`config.mk`:
```
export PLATFORM = sky130hd
export DESIGN_NAME = branch_cmp_seq
export DESIGN_NICKNAME = d
export VERILOG_FILES = /design/src/rtl/branch_cmp_seq.sv
export SDC_FILE = /design/constraint.sdc
export NUM_CORES = 1
export LEC_CHECK = 0
export CAP_MARGIN = 15
export CORE_MARGIN = 4
export CORE_UTILIZATION = 50
export CTS_CLUSTER_DIAMETER = 100
export DETAILED_ROUTE_END_ITERATION = 6
export PLACE_DENSITY = 0.75
export SLEW_MARGIN = 40
export SYNTH_ARGS = -nofsm -noshare
export SYNTH_HDL_FRONTEND = slang
export SYNTH_SLANG_ARGS = --single-unit
```
`constraint.sdc`:
```
create_clock -name clk -period 6.29 [get_ports clk]
set_input_delay 1.258 -clock clk [delete_from_list [all_inputs] [get_ports clk]]
set_output_delay 1.258 -clock clk [all_outputs]
set_load 0.005 [all_outputs]
```
`src/rtl/branch_cmp_seq.sv`:
```
// Multi-cycle branch-resolution sequencer.
// Latches a branch request and forms the compare operand on a shared zero-detect
// unit. It then resolves one of six branch conditions from the zero flag and the
// operand sign, and reports taken / err / pc_next with a one-cycle done pulse.
module branch_cmp_seq #(
    parameter int W     = 32,
    parameter int OFS_W = 16
) (
    input  logic             clk,
    input  logic             rst_n,
    input  logic             start,
    input  logic [2:0]       op,
    input  logic [W-1:0]     rs_val,
    input  logic [W-1:0]     rt_val,
    input  logic [W-1:0]     pc_plus4,
    input  logic [OFS_W-1:0] offset,
    output logic [W-1:0]     zd_a,
    input  logic             zd_o,
    output logic             busy,
    output logic             done,
    output logic             taken,
    output logic             err,
    output logic [W-1:0]     pc_next
);

    // Branch opcodes; 6 and 7 are illegal.
    localparam logic [2:0] OP_BEQ  = 3'd0;
    localparam logic [2:0] OP_BNE  = 3'd1;
    localparam logic [2:0] OP_BLEZ = 3'd2;
    localparam logic [2:0] OP_BGTZ = 3'd3;
    localparam logic [2:0] OP_BLTZ = 3'd4;
    localparam logic [2:0] OP_BGEZ = 3'd5;

    typedef enum logic [1:0] {
        S_IDLE = 2'd0,
        S_SUB  = 2'd1,
        S_EVAL = 2'd2,
        S_DONE = 2'd3
    } state_t;

    state_t           state;
    logic [2:0]       op_q;
    logic [W-1:0]     rs_q;
    logic [W-1:0]     rt_q;
    logic [W-1:0]     pc4_q;
    logic [OFS_W-1:0] ofs_q;
    logic [W-1:0]     tgt_q;

    // Byte offset of the branch target: sign-extended immediate, word-scaled.
    logic [W-1:0] ofs_bytes;
    // Operand the zero-detect unit should see for the latched op.
    logic [W-1:0] operand;
    // Condition decoded from the zero-detect result and operand sign.
    logic         dec_taken;
    logic         dec_err;
    logic         flag_z;
    logic         flag_n;

    // Immediate sign extension and scaling for the target adder.
    always_comb begin
        ofs_bytes = {{(W-OFS_W){ofs_q[OFS_W-1]}}, ofs_q} << 2;
    end

    // Equality branches compare via the difference; the rest test rs alone.
    always_comb begin
        operand = rs_q;
        if (op_q == OP_BEQ || op_q == OP_BNE) begin
            operand = rs_q - rt_q;
        end
    end

    // Branch condition table evaluated from Z (all-zero operand) and N (sign).
    always_comb begin
        // NOTE: every combinational output gets a default first, so no path leaves
        // it unassigned and no latch is inferred.
        dec_taken = 1'b0;
        dec_err   = 1'b0;
        flag_z    = zd_o;
        flag_n    = zd_a[W-1];
        case (op_q)
            OP_BEQ:  dec_taken = flag_z;
            OP_BNE:  dec_taken = !flag_z;
            OP_BLEZ: dec_taken = flag_n | flag_z;
            OP_BGTZ: dec_taken = !flag_n & !flag_z;
            OP_BLTZ: dec_taken = flag_n;
            OP_BGEZ: dec_taken = !flag_n;
            default: dec_err   = 1'b1;
        endcase
    end

    // Sequencer FSM with registered handshake, zero-detect operand and results.
    always_ff @(posedge clk or negedge rst_n) begin
        if (!rst_n) begin
            // NOTE: every register here is a plain flop, so all of them are reset
            // explicitly and an aborted operation leaves nothing stale behind.
            state   <= S_IDLE;
            op_q    <= '0;
            rs_q    <= '0;
            rt_q    <= '0;
            pc4_q   <= '0;
            ofs_q   <= '0;
            tgt_q   <= '0;
            zd_a    <= '0;
            busy    <= 1'b0;
            done    <= 1'b0;
            taken   <= 1'b0;
            err     <= 1'b0;
            pc_next <= '0;
        end else begin
            // NOTE: non-blocking assignments throughout, so every register samples
            // pre-edge values regardless of statement order.
            case (state)
                S_IDLE: begin
                    done <= 1'b0;
                    if (start) begin
                        op_q  <= op;
                        rs_q  <= rs_val;
                        rt_q  <= rt_val;
                        pc4_q <= pc_plus4;
                        ofs_q <= offset;
                        busy  <= 1'b1;
                        state <= S_SUB;
                    end
                end
                S_SUB: begin
                    zd_a  <= operand;
                    tgt_q <= pc4_q + ofs_bytes;
                    state <= S_EVAL;
                end
                S_EVAL: begin
                    taken   <= dec_taken;
                    err     <= dec_err;
                    pc_next <= dec_taken ? tgt_q : pc4_q;
                    done    <= 1'b1;
                    state   <= S_DONE;
                end
                S_DONE: begin
                    done  <= 1'b0;
                    busy  <= 1'b0;
                    state <= S_IDLE;
                end
                default: begin
                    done  <= 1'b0;
                    busy  <= 1'b0;
                    state <= S_IDLE;
                end
            endcase
        end
    end

endmodule
```
* Word level (Yosys, flattened, before mapping) *
Index checks and enable logic that the tools add are counted.

word-level totals
  register bits after elaboration = 217
  input port bits = 119
  word-level logic and storage cells = 46

operators by class
  $add $sub $neg = 2
  equal/unequal tests = 9
  muxes and demuxes = 9
  bitwise gates (word level) = 2
  reduce and logical (&&, ||, !) cells = 11

operators by type and width
  cell                number
  $mux 32             2
  $add 32x32->32      1
  $sub 32x32->32      1
  $pmux 2 s4          1
  $eq 3x2->1 const B  2
  $eq 3x3->1 const B  2
  $pmux 1 s6          1
  $reduce_or 6->1     1
  $eq 2x2->1 const B  2
  $pmux 1 s2          2
  $reduce_and 2->1    2
  $reduce_bool 2->1   2
  $eq 3x1->1 const B  1
  $logic_not 3->1     1
  $eq 2x1->1 const B  1
  $logic_not 1->1     2
  $logic_not 2->1     1
  $mux 1              2
  $mux 2              1
  $ne 2x2->1 const B  1
  $reduce_or 2->1     1
  $and 1x1->1         1
  $logic_or 1x1->1    1
  $or 1x1->1          1

* Logic depth before layout (Yosys ltp) *
Gate-level depths: netlist of the first run.

  depth in word-level cells = 4
  gate-level depth with buffers = 12

* Worst setup path before layout of the first run *
No wires, ideal clock.

  path kind = input port to flip-flop
  start = input zd_o
  end = register pc_next[12]
  setup time = 137 ps
  arrival time = 2649 ps
  required time = 6153 ps
  setup slack = 3504 ps
  cell stages on the path = 6
  cell sequence = nor3b_1 -> a21oi_1 -> o22ai_1 -> clkbuf_1 -> mux2i_1 -> a21oi_1

between the ends
  longest elaborated chain between the ends = 4
  elaborated cells between the ends (all ways) = 5
  those cells by class = 2 x mux; 2 x bitwise; 1 x reduce/logical

RTL lines
  item                  line    text
  from (decl)           18      input logic zd_o,
  $logic_not 1->1       82, 84
  $and 1x1->1           84      OP_BGTZ: dec_taken = !flag_n & !flag_z;
  $pmux 1 s6 (*)        80      case (op_q)
  $mux 32 (*)           133     pc_next <= dec_taken ? tgt_q : pc4_q;
  to (signal assigned)  133
  to (decl)             23      output logic [W-1:0] pc_next

Mark *: on every way between the ends. The rest lies on a longest branch, timed or not.
A chain may end at the register's enable or synchronous reset.

* Worst setup path after layout of the first run *
  start = register pc4_q[2]
  end = register tgt_q[26]

between the ends
  longest elaborated chain between the ends = 1

RTL lines
  item                    line  text
  from (decl)             45    logic [W-1:0] pc4_q;
  from (signal assigned)  119   pc4_q <= pc_plus4;
  $add 32x32->32          127   tgt_q <= pc4_q + ofs_bytes;
  to (signal assigned)    127
  to (decl)               47    logic [W-1:0] tgt_q;

Every way passes these cells.

==> results of run 1 <==
==> layer usage <==
layer	share of wire	wire, um	global-route usage	up-vias
li1	-	-	-	4372
met1	0.45	12600	0.286	4393
met2	0.48	13400	0.353	219
met3	0.054	1500	0.0348	40
met4	0.018	508	0.0484	0
met5	0	0	0	-
==> power by group <==
group          internal, mW  total (mW)  switching (mW)
clock                 0.824        1.37           0.548
combinational          2.84        5.85            3.01
sequential             2.14        2.66           0.515
total                  5.81        9.87            4.07
==> cells by family after synthesis <==
| group | count (synthesis) | share of synthesized area |
|---|---|---|
| AND/OR/NAND/NOR | 220 | 0.0863 |
| flip-flops | 217 | 0.456 |
| multiplexers | 175 | 0.162 |
| buffers and inverters | 106 | 0.0336 |
| AO/OA/AOI/OAI | 297 | 0.156 |
| XOR/XNOR | 48 | 0.0353 |
| adder cells (fa/ha/maj) | 66 | 0.0707 |
==> final cells by class <==
type | count | area, sq um
fill | 1900 | 8620
sequential | 217 | 5430
clock buffer | 37 | 721
inverter | 52 | 196
multi-input combinational | 806 | 6110
timing repair buffer | 194 | 1950
clock inverter | 5 | 52.6
tap | 319 | 399
==> critical path: stages, from the launching register on <==
cell      delay, ns
dfrtp_1        0.37
ha_1           0.18
inv_1          0.05
fa_1           0.40
nor2b_1        0.15
o31a_1         0.24
o31ai_4        0.09
a31oi_2        0.32
o311ai_4       0.16
a221oi_2       0.44
a31oi_1        0.17
xnor2_1        0.14
mux2_2         0.26
==> state kept, by name, summed over array words and instances, names as in the netlist <==
register,cells
taken,1
done,1
op_q,3
rs_q,32
zd_a,32
state,2
pc4_q,32
tgt_q,32
ofs_q,16
busy,1
rt_q,32
err,1
pc_next,32
==> final timing paths <==
path | start | to | slack [ns] | depth (start not counted)
setup / recovery | pc4_q[2] | tgt_q[26] | 3.19 | 12
hold / removal | tgt_q[6] | tgt_q[6] | 0.48 | 1
setup reg to reg | pc4_q[2] | tgt_q[26] | 3.19 | 12
hold reg to reg | tgt_q[6] | tgt_q[6] | 0.48 | 1
max in group asynchronous | rst_n | rs_q[27] | 4.28 | 3
min in group asynchronous | rst_n | pc4_q[23] | 0.70 | 1
==> Yosys cell counts, types with 6 or more instances <==
cell type | number | area share
o21bai_1 | 9 | 0.0057
nor2b_1 | 8 | 0.0042
ha_1 | 64 | 0.067
xnor2_1 | 33 | 0.024
nor2_1 | 96 | 0.030
inv_1 | 51 | 0.016
nand2_1 | 36 | 0.011
dfrtp_1 | 217 | 0.46
a211oi_1 | 8 | 0.0050
and3_1 | 14 | 0.0074
o22ai_1 | 6 | 0.0032
o21a_1 | 14 | 0.0088
mux2_2 | 142 | 0.13
a21o_1 | 31 | 0.020
clkbuf_1 | 45 | 0.014
buf_1 | 7 | 0.0022
nand3_1 | 13 | 0.0055
a21oi_1 | 136 | 0.057
nand4_1 | 13 | 0.0068
xor2_1 | 15 | 0.011
mux2i_1 | 33 | 0.028
a31oi_1 | 12 | 0.0063
nor3_1 | 14 | 0.0059
o21ai_0 | 45 | 0.019
==> per-stage QoR <==
step | setup WS, ns | util | total power [mW] | area (sq um) | std cells
after floorplan | 3.50 | - | 6.86 | 11900 | 1129
after global placement | 2.97 | 0.599 | 8.30 | 14000 | 1587
after detailed placement | 2.94 | 0.600 | 8.47 | 14100 | 1588
after CTS | 3.18 | 0.633 | 9.91 | 14900 | 1630
after global routing | 2.96 | 0.633 | 10.7 | 14900 | 1630
final | 3.19 | 0.633 | 9.87 | 14900 | 1630
==> flow_metrics.tcl, run 1 <==
set metrics [dict create \
    outcome "finished clean" \
    hp-class "flop to flop" \
    cts_setup_buffers 0 \
    worstSetupPathType "flop to flop" \
    syn_avg_cell_area_sq_um 10.5 \
    start_kind "flop" \
    synth_seq_cells 217 \
    first_global_vias 9126 \
    final_cell_mix "217 x dfrtp_1, 185 x clkdlybuf4s50_1, 142 x mux2_2" \
    final_common_cell "dfrtp_1" \
    dr.pass1.iters 6 \
    drt-initial-drc-count 421 \
    area_growth_pct 24.8 \
    wl_per_cell_um 17.2 \
    cp.arrival_ns 3.49 \
    io_buffers 186 \
    nets 1480 \
    clk-insertion-delay-late_ns 0.51 \
    core_sq_mm 0.0235 \
    gp_congestion 0.833 \
    endpoint_kind "flop" \
    cellLeakagePower_nw 6.54 \
    detail-route-antenna-nets 0 \
    synthCells 1129 \
    syn_area_sq_mm 0.0119 \
    grt_first_pass_wirelength_um 45900 \
    tightest_slew_ns 0.798 \
    finalWirelength_um 28000 \
    ys.flop_type "dfrtp_1" \
    ctsHoldBuffers 0 \
    rsz0062_at_grt "false" \
    worstPathMaxFanout 4 \
    ys.warnings.count 0 \
    setup_viol 0 \
    async_reset_ff_frac 1.00 \
    p_per_area_mw_per_mm2 665 \
    num_io_pins 187 \
    fin_tns_setup_ns 0 \
    synth_nets 1314 \
    cts_resized 0 \
    viasPerCell 5.54 \
    skew_ns 0.00898 \
    clock-root-buffer "clkbuf_16" \
    final-max-slew-violation-count 0 \
    ir_drop_mv 0.334 \
    whs_ns 0.479 \
    clock_sinks 217 \
    period_minus_slack_ns 3.10 \
    cts_tree "yes" \
    route.detailed.drc 0 \
    die_h_um 162 \
    max-slew-margin-rel 0.468 \
    clk_path_buf_depth 3 \
    vias 9024 \
    ys_seq_area_frac 0.456 \
    cts_buffers 24 \
    initial_utilization 0.507 \
    dieArea_sq_mm 0.0263 \
    n_antenna_cell 0 \
    grt_remaining_overflow 0 \
    htree_levels 1 \
    grt_max_degree 70 \
    drive_above_1_share 0.152 \
    gr-usage-all-layers 0.209 \
    dp_hpwl_um 19700 \
    drv_cap 0 \
    synth_edf_count 0 \
    yosysUniqueCellTypes 61 \
    fin_crit_sh 0.493 \
    clk_pin_slew_worst_paths_ns 0.06 \
    hold_viol_final 0 \
    fp.dieW_um 162 \
    antenna_found_initial 0 \
    fp-row-count 56 \
    critical_path_required_ns 6.68 \
    fmax_mhz 322 \
]
(Power assumes the default switching activity.)
==> run 2: changes to the inputs <==
--- a/config.mk
+++ b/config.mk
@@ -7,10 +7,10 @@
 export LEC_CHECK = 0
 export CAP_MARGIN = 15
 export CORE_MARGIN = 4
-export CORE_UTILIZATION = 50
+export CORE_UTILIZATION = 49
 export CTS_CLUSTER_DIAMETER = 100
 export DETAILED_ROUTE_END_ITERATION = 6
-export PLACE_DENSITY = 0.75
+export PLACE_DENSITY = 0.77
 export SLEW_MARGIN = 40
 export SYNTH_ARGS = -nofsm -noshare
 export SYNTH_HDL_FRONTEND = slang
==> constraint.sdc (replaced) <==
create_clock -name clk -period 2.84 [get_ports clk]
set_input_delay 0.568 -clock clk [delete_from_list [all_inputs] [get_ports clk]]
set_output_delay 0.568 -clock clk [all_outputs]
set_load 0.005 [all_outputs]
==> run 2 against run 1 <==
Effect of this change: cell area grew 4.1%; register-to-register slack lost 3.2 ns; the flow now finishes with violations (setup timing); non-clock buffer count grew 37; critical path type unchanged; critical endpoint is now tgt_q[30]; highest routed layer is now met5.
==> flow_metrics.tcl, run 2 (synthesis results as in run 1) <==
set metrics [dict create \
    cp.arrival_ns 3.23 \
    drt-initial-drc-count 570 \
    initial_utilization 0.502 \
    start_kind "flop" \
    fp-row-count 56 \
    cts_tree "yes" \
    gp_congestion 0.862 \
    critical_path_required_ns 3.22 \
    p_clk_frac 0.140 \
    use_met1 0.283 \
    p_per_area_mw_per_mm2 1520 \
    slowest_stage "dfrtp_1" \
    max-slew-margin-rel 0.481 \
    period_minus_slack_ns 2.85 \
    sw_frac_of_total 0.409 \
    drive_above_1_share 0.199 \
    cellLeakagePower_nw 6.80 \
    vias 9246 \
    p_int_mw 13.9 \
    endpoint_kind "flop" \
    ir_drop_mv 0.686 \
    cts_buffers 25 \
    hold_viol_final 0 \
    first_global_vias 9605 \
    grt_busiest_layer "met2" \
    use_met3 0.0402 \
    rsz0062_at_grt "true" \
    detail-route-antenna-nets 0 \
    final_cell_mix "217 x dfrtp_1, 185 x clkdlybuf4s50_1, 141 x mux2_2" \
    num_io_pins 187 \
    dp_cells 1621 \
    htree_levels 1 \
    grt_max_degree 91 \
    clock_sinks 217 \
    setup_ws_ns -0.0100 \
    io_buffers 186 \
    skew_ns 0.00844 \
    gr-usage-all-layers 0.217 \
    wl_per_cell_um 17.6 \
    grt_first_pass_wirelength_um 47800 \
    final_cells 1670 \
    antenna_found_initial 2 \
    fmax_mhz 351 \
    critical-path-max-stage-delay_ns 0.40 \
    final-max-slew-violation-count 0 \
    clk-insertion-delay-late_ns 0.51 \
    nets 1518 \
    use_met2 0.376 \
    core_sq_mm 0.0237 \
    dp_hpwl_um 20600 \
    route.detailed.drc 0 \
    worstSetupPathType "flop to flop" \
    outcome "complete, but fails checks" \
    hp-class "input port to asynchronous set/reset pin" \
    area_growth_pct 30.0 \
    drv_cap 0 \
    setup_viol 1 \
    pre_cts_slack_ns -0.0702 \
    p_seq_frac 0.250 \
    fin_crit_sh 1.00 \
    tightest_slew_ns 0.773 \
    viasPerCell 5.54 \
    cp_num_buf_inv 1 \
    crit_family "compound AO/OA/AOI/OAI gates" \
    final_core_util 0.653 \
    clock-root-buffer "clkbuf_16" \
    final_common_cell "dfrtp_1" \
    power_frac_comb 0.611 \
    p_sw_mw 9.63 \
    clk_pin_slew_worst_paths_ns 0.06 \
    clk_path_buf_depth 3 \
    finalWirelength_um 29300 \
    worstPathMaxFanout 4 \
    crit_chain "ha_1 -> nor2b_2 -> o31a_1 -> o31ai_4 -> a31oi_4 -> o311ai_4 -> a221oi_4 -> buf_6 -> a211oi_2 -> xnor2_1 -> mux2_4" \
    grt_remaining_overflow 0 \
    dieArea_sq_mm 0.0268 \
    die_h_um 164 \
    failed_checks "setup timing" \
    fp.dieW_um 164 \
    dr.pass1.iters 5 \
]
-- run 2: routing by layer --
metal  up-vias  part of all wire
met5         -           0.00044
met1      4477              0.43
met2       259              0.50
li1       4464                 -
met3        44             0.061
met4         2             0.017
-- run 2: per-stage QoR --
stage / setup TNS, ns / power, mW / hold WS, ns / instance area (sq um)
final: -0.0100 / 23.5 / 0.0257 / 15500
after global routing: -0.358 / 25.5 / 0.0570 / 15500
after CTS: -0.00285 / 23.1 / 0.0375 / 15300
after detailed placement: -0.242 / 19.5 / 0.470 / 14400
after global placement: -0.0752 / 19.1 / 0.464 / 14400
after floorplan: 0 / 15.2 / 0.272 / 11900
-- run 2: layout make-up --
cell class	instances	area (sq um)
flip-flops and latches	217	5430
clock buffers	33	706
diodes	2	5.00
repair buffers	231	2290
clock inverters	10	139
well taps	319	399
inverters	52	195
fillers	1868	8210
multi-input cells	806	6300
-- run 2: path summary, 6_finish.rpt --
| check | start | endpoint | slack (ns) | cells after the start |
|---|---|---|---|---|
| setup reg to reg | pc4_q[4] | tgt_q[30] | -0.01 | 11 |
| hold reg to reg | tgt_q[7] | tgt_q[7] | 0.48 | 2 |
| min in group clk | tgt_q[7] | tgt_q[7] | 0.48 | 2 |
| hold / removal | rst_n | pc_next[22] | 0.03 | 1 |
| setup / recovery | pc4_q[4] | tgt_q[30] | -0.01 | 11 |
| max in group asynchronous | rst_n | zd_a[25] | 2.09 | 2 |
-- run 2: power by group through the flow --
| stage | combinational [mW] | clock [mW] | sequential, mW |
|---|---|---|---|
| after floorplan | 9.58 | 0 | 5.61 |
| after global routing | 15.9 | 3.49 | 6.08 |
| after detailed placement | 13.6 | 0 | 5.89 |
| final | 14.4 | 3.28 | 5.88 |
| after CTS | 13.8 | 3.35 | 5.87 |
| after global placement | 13.2 | 0 | 5.81 |
-- run 2: repair_timing --
item                       CTS  global route
buffers inserted             1             4
resized for setup            9            34
setup endpoints to repair    8            18
pin swaps                    4            12
hold buffers                 0             0
==> run 3: changes to the inputs <==
==> constraint.sdc (replaced) <==
create_clock -name clk -period 2.84 [get_ports clk]
set_input_delay 0.568 -clock clk [delete_from_list [all_inputs] [get_ports clk]]
set_output_delay 0.568 -clock clk [all_outputs]
set_load 0.1 [all_outputs]
==> run 3 against run 2 <==
Effect of this change: the run now ends clean; via count up 0.54%; final cell count up 0.54%; clock skew rose by 0.0064 ns; sequential share of layout area is 0.30 points higher; sequential cell count did not move; critical path depth up 1; global-route usage is 0.081 points higher.
==> flow_metrics.tcl, run 3 (synthesis results as in run 1) <==
set metrics [dict create \
    vias 9296 \
    fin_crit_sh 0.993 \
    skew_ns 0.0148 \
    drv_cap 0 \
    outcome "finished clean" \
    grt_max_degree 91 \
    endpoint_kind "flop" \
    final_cells 1679 \
    fp.dieW_um 164 \
    cts_buffers 25 \
    clk-insertion-delay-late_ns 0.52 \
    tightest_slew_ns 0.593 \
    dieArea_sq_mm 0.0268 \
    timing.rr.start "pc4_q[2]" \
    clock_sinks 217 \
    nets 1527 \
    viasPerCell 5.54 \
    cp.depth 12 \
    final_common_cell "dfrtp_1" \
    endpoint "tgt_q[26]" \
    slowest_stage "a221oi_4" \
    cp_num_buf_inv 1 \
    area_growth_pct 28.9 \
    start_kind "flop" \
    fmax_mhz 355 \
    final_core_util 0.648 \
    finalWirelength_um 29400 \
    cp-startpoint "pc4_q[2]" \
    drt-initial-drc-count 572 \
    worstPathMaxFanout 4 \
    detail-route-antenna-nets 0 \
    wl_per_cell_um 17.5 \
    dp_cells 1623 \
    regToRegSetupSlack_ns 0.02 \
    route.detailed.drc 0 \
    first_global_vias 9757 \
    gp_congestion 0.875 \
    max-slew-margin-rel 0.605 \
    io_buffers 186 \
    fp-row-count 56 \
    die_h_um 164 \
    min_from "tgt_q[7]" \
    period_minus_slack_ns 2.82 \
    crit_family "compound AO/OA/AOI/OAI gates" \
    reg2regPathDepth 12 \
    num_io_pins 187 \
    dp_hpwl_um 20700 \
    hp-class "flop to flop" \
    crit_chain "ha_2 -> inv_2 -> fa_2 -> nor2b_2 -> o31a_1 -> o31ai_4 -> a31oi_4 -> o311ai_4 -> a221oi_4 -> a31oi_1 -> xnor2_1 -> mux2_4" \
    initial_utilization 0.502 \
    rsz0062_at_grt "true" \
    setup_viol 0 \
    clock-root-buffer "clkbuf_16" \
    cp.arrival_ns 3.23 \
    gr-usage-all-layers 0.218 \
    dr.pass1.iters 5 \
    clk_pin_slew_worst_paths_ns 0.06 \
    fill_cells 1935 \
    n_antenna_cell 0 \
    antenna_found_initial 3 \
    clk_path_buf_depth 3 \
    hold_viol_final 0 \
    critical-path-max-stage-delay_ns 0.40 \
    final_cell_mix "216 x dfrtp_1, 140 x mux2_2, 132 x a21oi_1" \
    worstSetupPathType "flop to flop" \
    critical_path_required_ns 3.25 \
    worstReg2RegEnd "tgt_q[26]" \
    drive_above_1_share 0.257 \
    grt_remaining_overflow 0 \
    htree_levels 1 \
    core_sq_mm 0.0237 \
    cts_tree "yes" \
    final-max-slew-violation-count 0 \
    grt_first_pass_wirelength_um 48500 \
]
==> run 3: cell types whose count changed in the layout (fill, tap and decap cells not counted), sizes merged <==
cell	change
diode	-2
clkbuf	+4
clkinvlp	-3
bufinv	-1
clkinv	+2
dlygate4sd3	+1
buf	+76
clkdlybuf4s50	-68
==> run 3: layer usage <==
metal,vias to the layer above,part of all wire,track usage
met5,-,0.0013,0
met4,6,0.019,0.0530
met1,4503,0.43,0.286
li1,4485,-,-
met2,251,0.49,0.375
met3,51,0.060,0.0386
==> run 3: area by class of cell <==
type                    count  area [sq um]  share of cell area
clock buffers              37           741              0.0483
clock inverters             8           100             0.00652
inverters                  52           195              0.0127
flip-flops and latches    217          5430               0.354
multi-input cells         806          6320               0.412
repair buffers            240          2150               0.140
well taps                 319           399              0.0260
==> run 3: repair_timing <==
action                                  in CTS  in global routing
buffers inserted                             5                  6
pin swaps                                   12                 24
gates resized for setup                     15                 32
hold buffers                                 1                  0
endpoints found under the hold margin       56                  0
endpoints found under the setup margin      10                 18
==> run 3: how the worst min path moves through the flow <==
stage          endpoint  slack [ns]  cells after the start
2_1_floorplan      busy        0.27                      0
3_3_place_gp   tgt_q[7]        0.46                      2
3_5_place_dp   tgt_q[7]        0.47                      2
4_1_cts        tgt_q[7]        0.48                      2
5_1_grt         rt_q[4]        0.51                      1
6_report       tgt_q[7]        0.48                      2
==> run 3: metrics by stage <==
| stage | setup slack [ns] | TNS, ns | hold slack (ns) | area, sq um |
|---|---|---|---|---|
| after floorplan | 0.133 | 0 | 0.272 | 11900 |
| after global placement | -0.0225 | -0.0248 | 0.463 | 14200 |
| after detailed placement | -0.0837 | -0.285 | 0.467 | 14200 |
| after CTS | -0.0369 | -0.0592 | 0.481 | 15200 |
| after global routing | -0.116 | -0.564 | 0.512 | 15300 |
| final | 0.0202 | 0 | 0.478 | 15300 |
==> run 3: tightest hold or removal path, delay by kind of cell (launching register included) <==
| kind | cells | cell delay, ns |
|---|---|---|
| flip-flops | 1 | 0.34 |
| AO/OA/AOI/OAI | 1 | 0.05 |
| AND/OR/NAND/NOR | 1 | 0.05 |
Power of run 3 is not shown: default switching activity piles up to over one toggle a cycle in this logic, so the estimate is an artifact.
